==> config.mk <==
export PLATFORM = sky130hd
export DESIGN_NAME = gpio_mmio_port
export DESIGN_NICKNAME = d
export VERILOG_FILES = /design/src/rtl/gpio_mmio_port.sv
export SDC_FILE = /design/constraint.sdc
export NUM_CORES = 1
export LEC_CHECK = 0
export ABC_CLOCK_PERIOD_IN_PS = 3000
export CAP_MARGIN = 20
export CORE_ASPECT_RATIO = 1.25
export CORE_MARGIN = 5
export CORE_UTILIZATION = 47
export DETAILED_ROUTE_END_ITERATION = 10
export GPL_ROUTABILITY_DRIVEN = 0
export HOLD_SLACK_MARGIN = 0.1
export MAX_ROUTING_LAYER = met4
export PLACE_DENSITY = 0.91
export SLEW_MARGIN = 20
export SYNTH_ARGS = -nofsm -noshare
export SYNTH_HDL_FRONTEND = slang
export SYNTH_SLANG_ARGS = --single-unit
==> constraint.sdc <==
create_clock -name clk_i -period 3 [get_ports clk_i]
set_clock_uncertainty 0.2 [all_clocks]
set_input_delay 0.75 -clock clk_i [delete_from_list [all_inputs] [get_ports clk_i]]
set_output_delay 0.75 -clock clk_i [all_outputs]
set_load 0.02 [all_outputs]
==> src/rtl/gpio_mmio_port.sv <==
// Memory-mapped GPIO responder: synchronized, debounced switch inputs with sticky
// rising-edge flags, software-driven LED outputs, and a masked edge interrupt.
module gpio_mmio_port #(
    parameter int WIDTH           = 8,
    parameter int DEBOUNCE_CYCLES = 4,
    parameter int CNT_W           = 3
) (
    input  logic             clk_i,
    input  logic             reset_i,
    input  logic             sel_i,
    input  logic             we_i,
    input  logic             re_i,
    input  logic [3:0]       addr_i,
    input  logic [31:0]      wdata_i,
    output logic [31:0]      rdata_o,
    output logic             rvalid_o,
    input  logic [WIDTH-1:0] GPIO_i,
    output logic [WIDTH-1:0] GPIO_o,
    output logic             edge_irq_o
);

    localparam logic [1:0] REG_OUT  = 2'd0;
    localparam logic [1:0] REG_IN   = 2'd1;
    localparam logic [1:0] REG_EDGE = 2'd2;
    localparam logic [1:0] REG_MASK = 2'd3;

    localparam logic [CNT_W-1:0] CNT_ONE = CNT_W'(1);
    localparam logic [CNT_W-1:0] CNT_MAX = CNT_W'(DEBOUNCE_CYCLES);

    typedef enum logic {
        IDLE,
        COUNT
    } deb_state_e;

    deb_state_e       state_q, state_d;
    logic [CNT_W-1:0] cnt_q, cnt_d;
    logic [WIDTH-1:0] sync1_q, sync1_d;
    logic [WIDTH-1:0] sync2_q, sync2_d;
    logic [WIDTH-1:0] cand_q, cand_d;
    logic [WIDTH-1:0] deb_q, deb_d;
    logic [WIDTH-1:0] out_q, out_d;
    logic [WIDTH-1:0] edge_q, edge_d;
    logic [WIDTH-1:0] mask_q, mask_d;
    logic [31:0]      rdata_q, rdata_d;
    logic             rvalid_q, rvalid_d;

    logic             wr_en;
    logic             rd_en;
    logic [1:0]       reg_sel;
    logic [WIDTH-1:0] edge_clr;
    logic [WIDTH-1:0] rise;
    logic [31:0]      rd_word;
    logic             unused_bits;

    assign wr_en   = sel_i & we_i;
    assign rd_en   = sel_i & re_i;
    assign reg_sel = addr_i[3:2];

    // Byte-offset bits and store bits above WIDTH carry no meaning here.
    assign unused_bits = &{1'b0, addr_i[1:0], wdata_i};

    // Input synchronizer and whole-vector debounce.
    always_comb begin
        sync1_d = GPIO_i;
        sync2_d = sync1_q;
        state_d = state_q;
        cnt_d   = cnt_q;
        cand_d  = cand_q;
        deb_d   = deb_q;
        case (state_q)
            IDLE: begin
                if (sync2_q != deb_q) begin
                    state_d = COUNT;
                    cand_d  = sync2_q;
                    cnt_d   = CNT_ONE;
                end
            end
            COUNT: begin
                // Falling back to the accepted value abandons the candidate outright.
                if (sync2_q == deb_q) begin
                    state_d = IDLE;
                end else if (sync2_q != cand_q) begin
                    cand_d = sync2_q;
                    cnt_d  = CNT_ONE;
                end else if (cnt_q == CNT_MAX) begin
                    deb_d   = cand_q;
                    state_d = IDLE;
                end else begin
                    cnt_d = cnt_q + CNT_ONE;
                end
            end
            default: state_d = IDLE;
        endcase
    end

    assign rise = deb_d & ~deb_q;

    // Register writes; a fresh rising edge outranks a same-cycle W1C.
    always_comb begin
        out_d    = out_q;
        mask_d   = mask_q;
        edge_clr = '0;
        if (wr_en) begin
            case (reg_sel)
                REG_OUT:  out_d    = wdata_i[WIDTH-1:0];
                REG_EDGE: edge_clr = wdata_i[WIDTH-1:0];
                REG_MASK: mask_d   = wdata_i[WIDTH-1:0];
                default:  ;
            endcase
        end
        edge_d = (edge_q & ~edge_clr) | rise;
    end

    // Reads use pre-write state, so a combined load/store returns the old value.
    always_comb begin
        rd_word = '0;
        case (reg_sel)
            REG_OUT:  rd_word[WIDTH-1:0] = out_q;
            REG_IN:   rd_word[WIDTH-1:0] = deb_q;
            REG_EDGE: rd_word[WIDTH-1:0] = edge_q;
            REG_MASK: rd_word[WIDTH-1:0] = mask_q;
            default:  rd_word = '0;
        endcase
        rdata_d  = rd_en ? rd_word : rdata_q;
        rvalid_d = rd_en;
    end

    always_ff @(posedge clk_i) begin
        if (reset_i) begin
            state_q  <= IDLE;
            cnt_q    <= '0;
            sync1_q  <= '0;
            sync2_q  <= '0;
            cand_q   <= '0;
            deb_q    <= '0;
            out_q    <= '0;
            edge_q   <= '0;
            mask_q   <= '0;
            rdata_q  <= '0;
            rvalid_q <= 1'b0;
        end else begin
            state_q  <= state_d;
            cnt_q    <= cnt_d;
            sync1_q  <= sync1_d;
            sync2_q  <= sync2_d;
            cand_q   <= cand_d;
            deb_q    <= deb_d;
            out_q    <= out_d;
            edge_q   <= edge_d;
            mask_q   <= mask_d;
            rdata_q  <= rdata_d;
            rvalid_q <= rvalid_d;
        end
    end

    assign GPIO_o     = out_q;
    assign rdata_o    = rdata_q;
    assign rvalid_o   = rvalid_q;
    assign edge_irq_o = |(edge_q & mask_q);

endmodule

# After elaboration in Yosys (flattened, before gate mapping)
# Cells that the tools add are included.
[totals]
out_inout_bits = 42
elab_cells = 59
regBits = 69
inputBits = 49
[op_classes]
muxes = 21
n_addsub = 1
n_reduce_logical = 6
n_bitwise = 9
n_eq_ne = 11
[ops]
columns = ["cell", "count"]
rows = [
  ["8-bit 2-to-1 mux", 9],
  ["8-bit case mux with 4 select lines", 1],
  ["8-bit bitwise AND", 3],
  ["8-bit inequality test", 2],
  ["8-bit inverter", 2],
  ["8-bit case mux with 2 select lines", 1],
  ["3-bit 2-to-1 mux", 4],
  ["8-bit == test", 1],
  ["8-bit bitwise OR", 1],
  ["8-bit OR reduction", 1],
  ["3-bit case mux with 2 select lines", 1],
  ["3-bit AND reduction", 2],
  ["2-bit == test, second input constant", 2],
  ["1-bit 2-to-1 mux", 4],
  ["2-bit inequality test, second input constant", 2],
  ["2-bit AND reduction", 2],
  ["3-bit by 1-bit adder with 3-bit output, second input constant", 1],
  ["3-bit == test, second input constant", 1],
  ["3-bit inequality test, second input constant", 1],
  ["1-bit bitwise AND", 2],
  ["2-bit by 1-bit == test with 1-bit output, second input constant", 1],
  ["2-bit logical NOT", 1],
  ["2-bit by 1-bit inequality test with 1-bit output, second input constant", 1],
  ["1-bit case mux with 2 select lines", 1],
  ["1-bit inverter", 1],
]

# Depth between registers and ports, before layout
[logic_depth]
word_depth = 7
mapped_depth = 8
mapped_depth_nobuf = 6

# Worst setup path after synthesis
# OpenSTA, ideal clock, no wires.
[synth_timing]
path_kind = "input to register"
startpoint = "in addr_i[3]"
endpoint = "reg edge_q[0]"
cell_stages = 5
arrival_ns = 1.875
setup_slack_ns = 0.810
required_ns = 2.685
cell_sequence = "buf_1 > nor3b_1 > nand2_1 > nand3b_1 > o21ai_2"
[synth_between]
elab_chain_cells = 6
[synth_lines]
columns = ["element", "line_no", "source"]
rows = [
  ["start: declaration", "13", "input logic [3:0] addr_i,"],
  ["2-bit == test", "104", "case (reg_sel)"],
  ["8-bit 2-to-1 mux", "104", ""],
  ["8-bit 2-to-1 mux", "103", "if (wr_en) begin"],
  ["8-bit inverter", "111", "edge_d = (edge_q & ~edge_clr) | rise;"],
  ["8-bit bitwise AND", "111", ""],
  ["8-bit bitwise OR", "111", ""],
  ["end signal: assignment", "149", "edge_q <= edge_d;"],
  ["end: declaration", "42", "logic [WIDTH-1:0] edge_q, edge_d;"],
]
# No other way between the ends.
# A chain may end at the register's enable or synchronous reset.

# Final worst setup path
[layout_timing]
startpoint = "reg edge_q[7]"
endpoint = "out edge_irq_o"
[layout_between]
elab_chain_cells = 2
[layout_lines]
columns = ["element", "line_no", "source"]
rows = [
  ["8-bit bitwise AND", "159", "assign edge_irq_o = |(edge_q & mask_q);"],
  ["8-bit OR reduction", "159", ""],
  ["end: declaration", "19", "output logic edge_irq_o"],
]
# No other way between the ends.

==> impl_metrics.json <==
{
  "finalPower_w": 0.00190,
  "dieHeight_um": 101,
  "portBuffers": 40,
  "ys_seq_elements": 69,
  "period_share_pct": 85.9,
  "arrival_ns": 1.63,
  "cts_inserted_buffers": 9,
  "critPathCapture": "edge_irq_o",
  "htree_levels": 3,
  "hold_viol_final": 0,
  "r2r_end": "edge_q[0]$_SDFF_PP0_",
  "num_vias": 2409,
  "synth.top_cell.area_share_pct": 44.6,
  "synth_warnings": 0,
  "layout-drive-gt1-share_pct": 10.7,
  "final_common_cell": "dfxtp_1",
  "routed_wl_um": 6550,
  "clk_latency_ns": 0.34,
  "grt_usage_pct": 17.2,
  "async_flop_share_pct": 0,
  "syn_inst": 338,
  "synth.distinct_cells": 33,
  "tns_ns": 0,
  "first_global_vias": 2370,
  "synth-edff-count": 0,
  "die-area_mm2": 0.00833,
  "n_antenna_cell": 0,
  "power.density_mw_per_mm2": 513,
  "fin_crit_ns": 2.58,
  "cts_hold_buf": 0,
  "nets": 429,
  "fill_cells": 584,
  "area_delta_synth_final_pct": 19.2,
  "fp-row-count": 33,
  "hold_class": "reg -> reg",
  "cp-start-kind": "flip-flop",
  "clock_sinks": 69,
  "grt_pass1_wl_um": 10500,
  "place_hpwl_um": 4770,
  "postRouteAntennaNets": 0,
  "ir_worst_vdd_mv": 0.297,
  "path_class": "reg -> out",
  "worst_slew_pin_slew_ns": 0.666,
  "syn_area_per_cell_um2": 9.17,
  "finalSetupViolCount": 0,
  "fmax_ghz": 0.388,
  "end_kind": "primary output",
  "relSlewSlack_pct": 55.6,
  "yosys_most_used_dff": "dfxtp_1",
  "grt_overflow": 0,
  "timing.hold.ws_ns": 0.236,
  "path_clk_slew_ns": 0.07,
  "final_cell_mix": "69 x dfxtp_1, 39 x nand2_1, 39 x clkdlybuf4s50_1",
  "cts_max_path_buffers": 2,
  "hold_depth": 1,
  "initial_core_util_pct": 47.8,
  "rsz0062_at_grt": "no",
  "io-pin-count": 91,
  "synth.area.top_cells": "dfxtp_1 45%, buf_4 5.8%, mux4_2 5.8%, a21oi_1 5.6%, nand2_1 4.7%",
  "route.detailed.drc": 0,
  "dr.pass1.iters": 4,
  "p_leak_nw": 1.25,
  "stdcell_area_mm2": 0.00369,
  "via_per_inst": 5.14,
  "root_buffer": "clkbuf_8",
  "max_cap_violations": 0,
  "grt_start_max_net_pins": 70,
  "critical_path_peak_fanout": 3,
  "wire_per_inst_um": 14.0,
  "synth_area_leader_cell": "dfxtp_1",
  "drt_iter0_markers": 120,
  "reg2reg_from": "cnt_q[0]$_SDFFE_PP0P_",
  "rrSetupSlack_ns": 0.60,
  "status": "complete, no violations",
  "netlist_area_mm2": 0.00310,
  "synth-seq-area-share_pct": 44.6,
  "reg2regPathDepth": 6,
  "placed_cell_area_mm2": 0.00350,
  "die_x_um": 82.6,
  "slew_viol_final": 0,
  "cts_resized": 0,
  "startpoint": "edge_q[7]$_SDFF_PP0_",
  "core_area_mm2": 0.00648,
  "required_ns": 2.05,
  "cts_tree": "done",
  "antenna_found_initial": 0,
  "postCtsSetupRepairBufs": 0
}
==> worst max-delay path: stages (launching register included) <==
cell             delay, ns
dfxtp_1               0.33
a22oi_1               0.24
nand4_1               0.15
clkdlybuf4s50_1       0.57
==> kinds of logic (layout without fill, tap and decap cells) <==
group	after synthesis	after routing	share of synthesized area, %
simple gates	123	123	20.9
buf+inv	46	67	8.76
fa+ha+maj	2	2	0.807
other cells	1	24	0.121
mux	16	16	8.39
xor+xnor	16	16	4.52
compound gates	65	65	11.9
flops	69	69	44.6
==> flip-flops by register name, summed over array words and instances (netlist names) <==
name and cells:
GPIO_o 8, cand_q 8, cnt_q 3, deb_q 8
edge_q 8, mask_q 8, rdata_o 8, rvalid_o 1
state_q 1, sync1_q 8, sync2_q 8
==> per-layer routing <==
metal  share of wire, %  track usage [%]  vias to the layer above
li1                   -                -                     1190
met4                2.5             10.1                        0
met2                 54             29.4                       73
met3                5.9             4.47                       18
met1                 38             17.3                     1128
met5                  0                -                        -
==> cells in the mapped netlist, types with 2 or more instances <==
| master | count |
|---|---|
| clkbuf_1 | 14 |
| xnor2_1 | 16 |
| or2b_1 | 3 |
| a21oi_1 | 35 |
| nor2b_1 | 16 |
| nor2_1 | 11 |
| a22oi_1 | 4 |
| nand2_1 | 39 |
| buf_4 | 24 |
| nand2b_1 | 5 |
| mux4_2 | 8 |
| inv_1 | 2 |
| buf_1 | 4 |
| mux2i_1 | 8 |
| o21ai_2 | 8 |
| ha_1 | 2 |
| dfxtp_1 | 69 |
| nand3b_1 | 16 |
| nor3_1 | 3 |
| o21ai_0 | 17 |
| nand3_1 | 17 |
| nand4_1 | 6 |
==> area by class of cell <==
cell class              instances  area (µm²)  share of cell area [%]
multi-input cells             246        1530                    41.5
flip-flops and latches         69        1380                    37.4
repair buffers                 50         470                    12.7
clock buffers                  14         163                    4.40
well taps                      87         109                    2.95
clock inverters                 1        30.0                   0.813
inverters                       2        7.51                   0.203
==> report_power, final <==
group	total (W)	leakage [nW]	switching (W)	internal, W
Combinational	0.000199	0.597	0.000119	0.0000805
Clock	0.000743	0.0968	0.000317	0.000426
Sequential	0.000955	0.561	0.0000159	0.000939
==> worst min-delay path by stage <==
stage	startpoint	end	slack (ns)
after CTS	sync1_q[1]$_SDFF_PP0_	sync2_q[1]$_SDFF_PP0_	0.24
after global routing	sync1_q[7]$_SDFF_PP0_	sync2_q[7]$_SDFF_PP0_	0.26
final	sync1_q[1]$_SDFF_PP0_	sync2_q[1]$_SDFF_PP0_	0.24
after global placement	sync1_q[4]$_SDFF_PP0_	sync2_q[4]$_SDFF_PP0_	0.22
after floorplan	sync1_q[0]$_SDFF_PP0_	sync2_q[0]$_SDFF_PP0_	0.21
after detailed placement	sync1_q[1]$_SDFF_PP0_	sync2_q[1]$_SDFF_PP0_	0.23
==> metrics by stage <==
stage	worst slack [ns]	util (%)	cells
final	0.422	57.0	469
after global routing	0.361	57.0	469
after CTS	0.403	57.0	469
after detailed placement	0.326	54.0	454
after global placement	0.394	54.0	454
after floorplan	0.810	-	361
(Power assumes the default switching activity.)
==> variant: new RTL, config.mk and constraints unchanged <==
`WIDTH`: 8 -> 7.
--- a/src/rtl/gpio_mmio_port.sv
+++ b/src/rtl/gpio_mmio_port.sv
@@ -1,7 +1,7 @@
 // Memory-mapped GPIO responder: synchronized, debounced switch inputs with sticky
 // rising-edge flags, software-driven LED outputs, and a masked edge interrupt.
 module gpio_mmio_port #(
-    parameter int WIDTH           = 8,
+    parameter int WIDTH           = 7,
     parameter int DEBOUNCE_CYCLES = 4,
     parameter int CNT_W           = 3
 ) (
Ports: changed (resized GPIO_i and GPIO_o); port bits go from 91 to 89. The function was not compared with the original's and may differ.
==> variant against the original RTL <==
- setup slack lost 0.10 ns
- highest routed layer unchanged
- synthesized cell count is 14% lower
- register-to-register slack gained 0.52 ns
- wire length fell by 21%
- area after synthesis decreased by 8.2%
- sequential cell count fell by 8
- non-clock buffer count down 9
- cell area fell by 7.1%
- critical path depth did not move
- power is 1.8% lower
==> variant: results (changes against the original RTL) <==
| Metric | Value |
|---|---|
| Flop2flop setup slack | 1.12 ns (+0.52 ns) |
| Syn_area_per_cell | 9.78 sq um (+6.6%) |
| Number of distinct library cells after synthesis | 38 (+15%) |
| Share of layout cells above drive strength 1 | 10.7% (+0.013 points) |
| CP max FO | 3 (unchanged) |
| Fin cells | 417 (-11%) |
| Clk root buf | clkbuf_8 |
| Initial antenna violation count | 0 (unchanged) |
| Grt ovf | 0 (unchanged) |
| Vias in the first global route | 1938 (-18%) |
| Pin count of the biggest net entering global routing | 50 (-29%) |
| Switch share | 23.5% (-0.25 points) |
| CTS resizes | 0 (unchanged) |
| Post-layout nets | 380 (-11%) |
| Top post-synthesis cells by area | dfxtp_1 (43%), mux2i_1 (7.4%), buf_4 (6.6%), mux4_2 (5.5%), nand2_1 (4.4%) |
| Number of port buffers | 36 (-10%) |
| Post-CTS setup buffer count | 0 (unchanged) |
| First-pass GRT wire length | 8980 microns (-15%) |
| Peak supply drop | 439 uV (+48%) |
| Status | finished clean |
| GRT Overall Usage | 15.0% (-2.2 points) |
| Slew headroom | 62.0% (+6.4 points) |
| DP HPWL | 3900 microns (-18%) |
| Cells after DPL | 401 (-12%) |
| Iteration-0 DRC Markers | 119 (-0.83%) |
| Vias/cell | 4.82 (-6.1%) |
| Sequential share of the synthesized area | 42.9% (-1.7 points) |
| Synth top cells by count | dfxtp_1 (61), nand2_1 (33), buf_4 (25), mux2i_1 (21), nand2b_1 (16) |
| ANT cells | 0 (unchanged) |
| HP Class | reg2reg |
| Leakage power | 0.00129 uW (+2.7%) |
| Clk buf depth | 2 (unchanged) |
| YS warnings | 0 (unchanged) |
| DRT Pass-1 Iters | 4 (unchanged) |
| Placed instance area | 3200 sq um (-8.6%) |
| Total routed wirelength | 5200 microns (-21%) |
| Min Hold Slack | 0.232 ns (-0.00437 ns) |
| Reg clk slew, reported paths | 0.07 ns (about the same) |
[variant: stage by stage]
step           power (uW)  setup slack [ns]  util, %
2_1_floorplan        1020             0.942        -
3_5_place_dp         1050             0.336     54.6
6_report             1860             0.320     58.6
5_1_grt              1940             0.289     58.6
3_3_place_gp         1040             0.362     54.6
4_1_cts              1880             0.304     58.6
[variant: layer usage]
metal | global-route usage (%) | wire (microns) | up-vias
met3 | 3.16 | 347 | 12
li1 | - | - | 1010
met4 | 7.54 | 121 | 0
met2 | 26.0 | 2750 | 63
met5 | - | 0 | -
met1 | 15.9 | 1970 | 926
[variant: worst paths after layout]
path | startpoint | end | cells after the start
setup reg to reg | sync2_q[2] | deb_q[6] | 5
setup / recovery | edge_q[6] | edge_irq_o | 3
hold reg to reg | sync1_q[4] | sync2_q[4] | 1
hold / removal | sync1_q[4] | sync2_q[4] | 1
[variant: cell families after synthesis]
group | after synthesis | share of synthesized area, %
compound gates | 30 | 6.42
buf+inv | 39 | 8.88
other cells | 1 | 0.132
xor+xnor | 14 | 4.31
flops | 61 | 42.9
fa+ha+maj | 2 | 0.879
mux | 28 | 12.9
simple gates | 116 | 23.6
[variant: cell type report]
type | count | area, sq um
inverter | 2 | 7.51
fill | 468 | 2420
sequential | 61 | 1220
tap | 82 | 103
timing repair buffer | 41 | 405
multi-input combinational | 215 | 1460
clock inverter | 5 | 82.6
clock buffer | 11 | 151
[variant: critical path: stages, from the launching register on]
cell             delay, ns
dfxtp_1               0.33
a222oi_1              0.37
nand3_1               0.11
clkdlybuf4s50_1       0.57
[variant: power by group through the flow]
stage	Sequential (uW)	Clock, uW	Combinational, uW
after global placement	860	0	180
after floorplan	862	0	155
after CTS	843	855	185
after global routing	846	894	200
after detailed placement	861	0	184
final	843	836	184
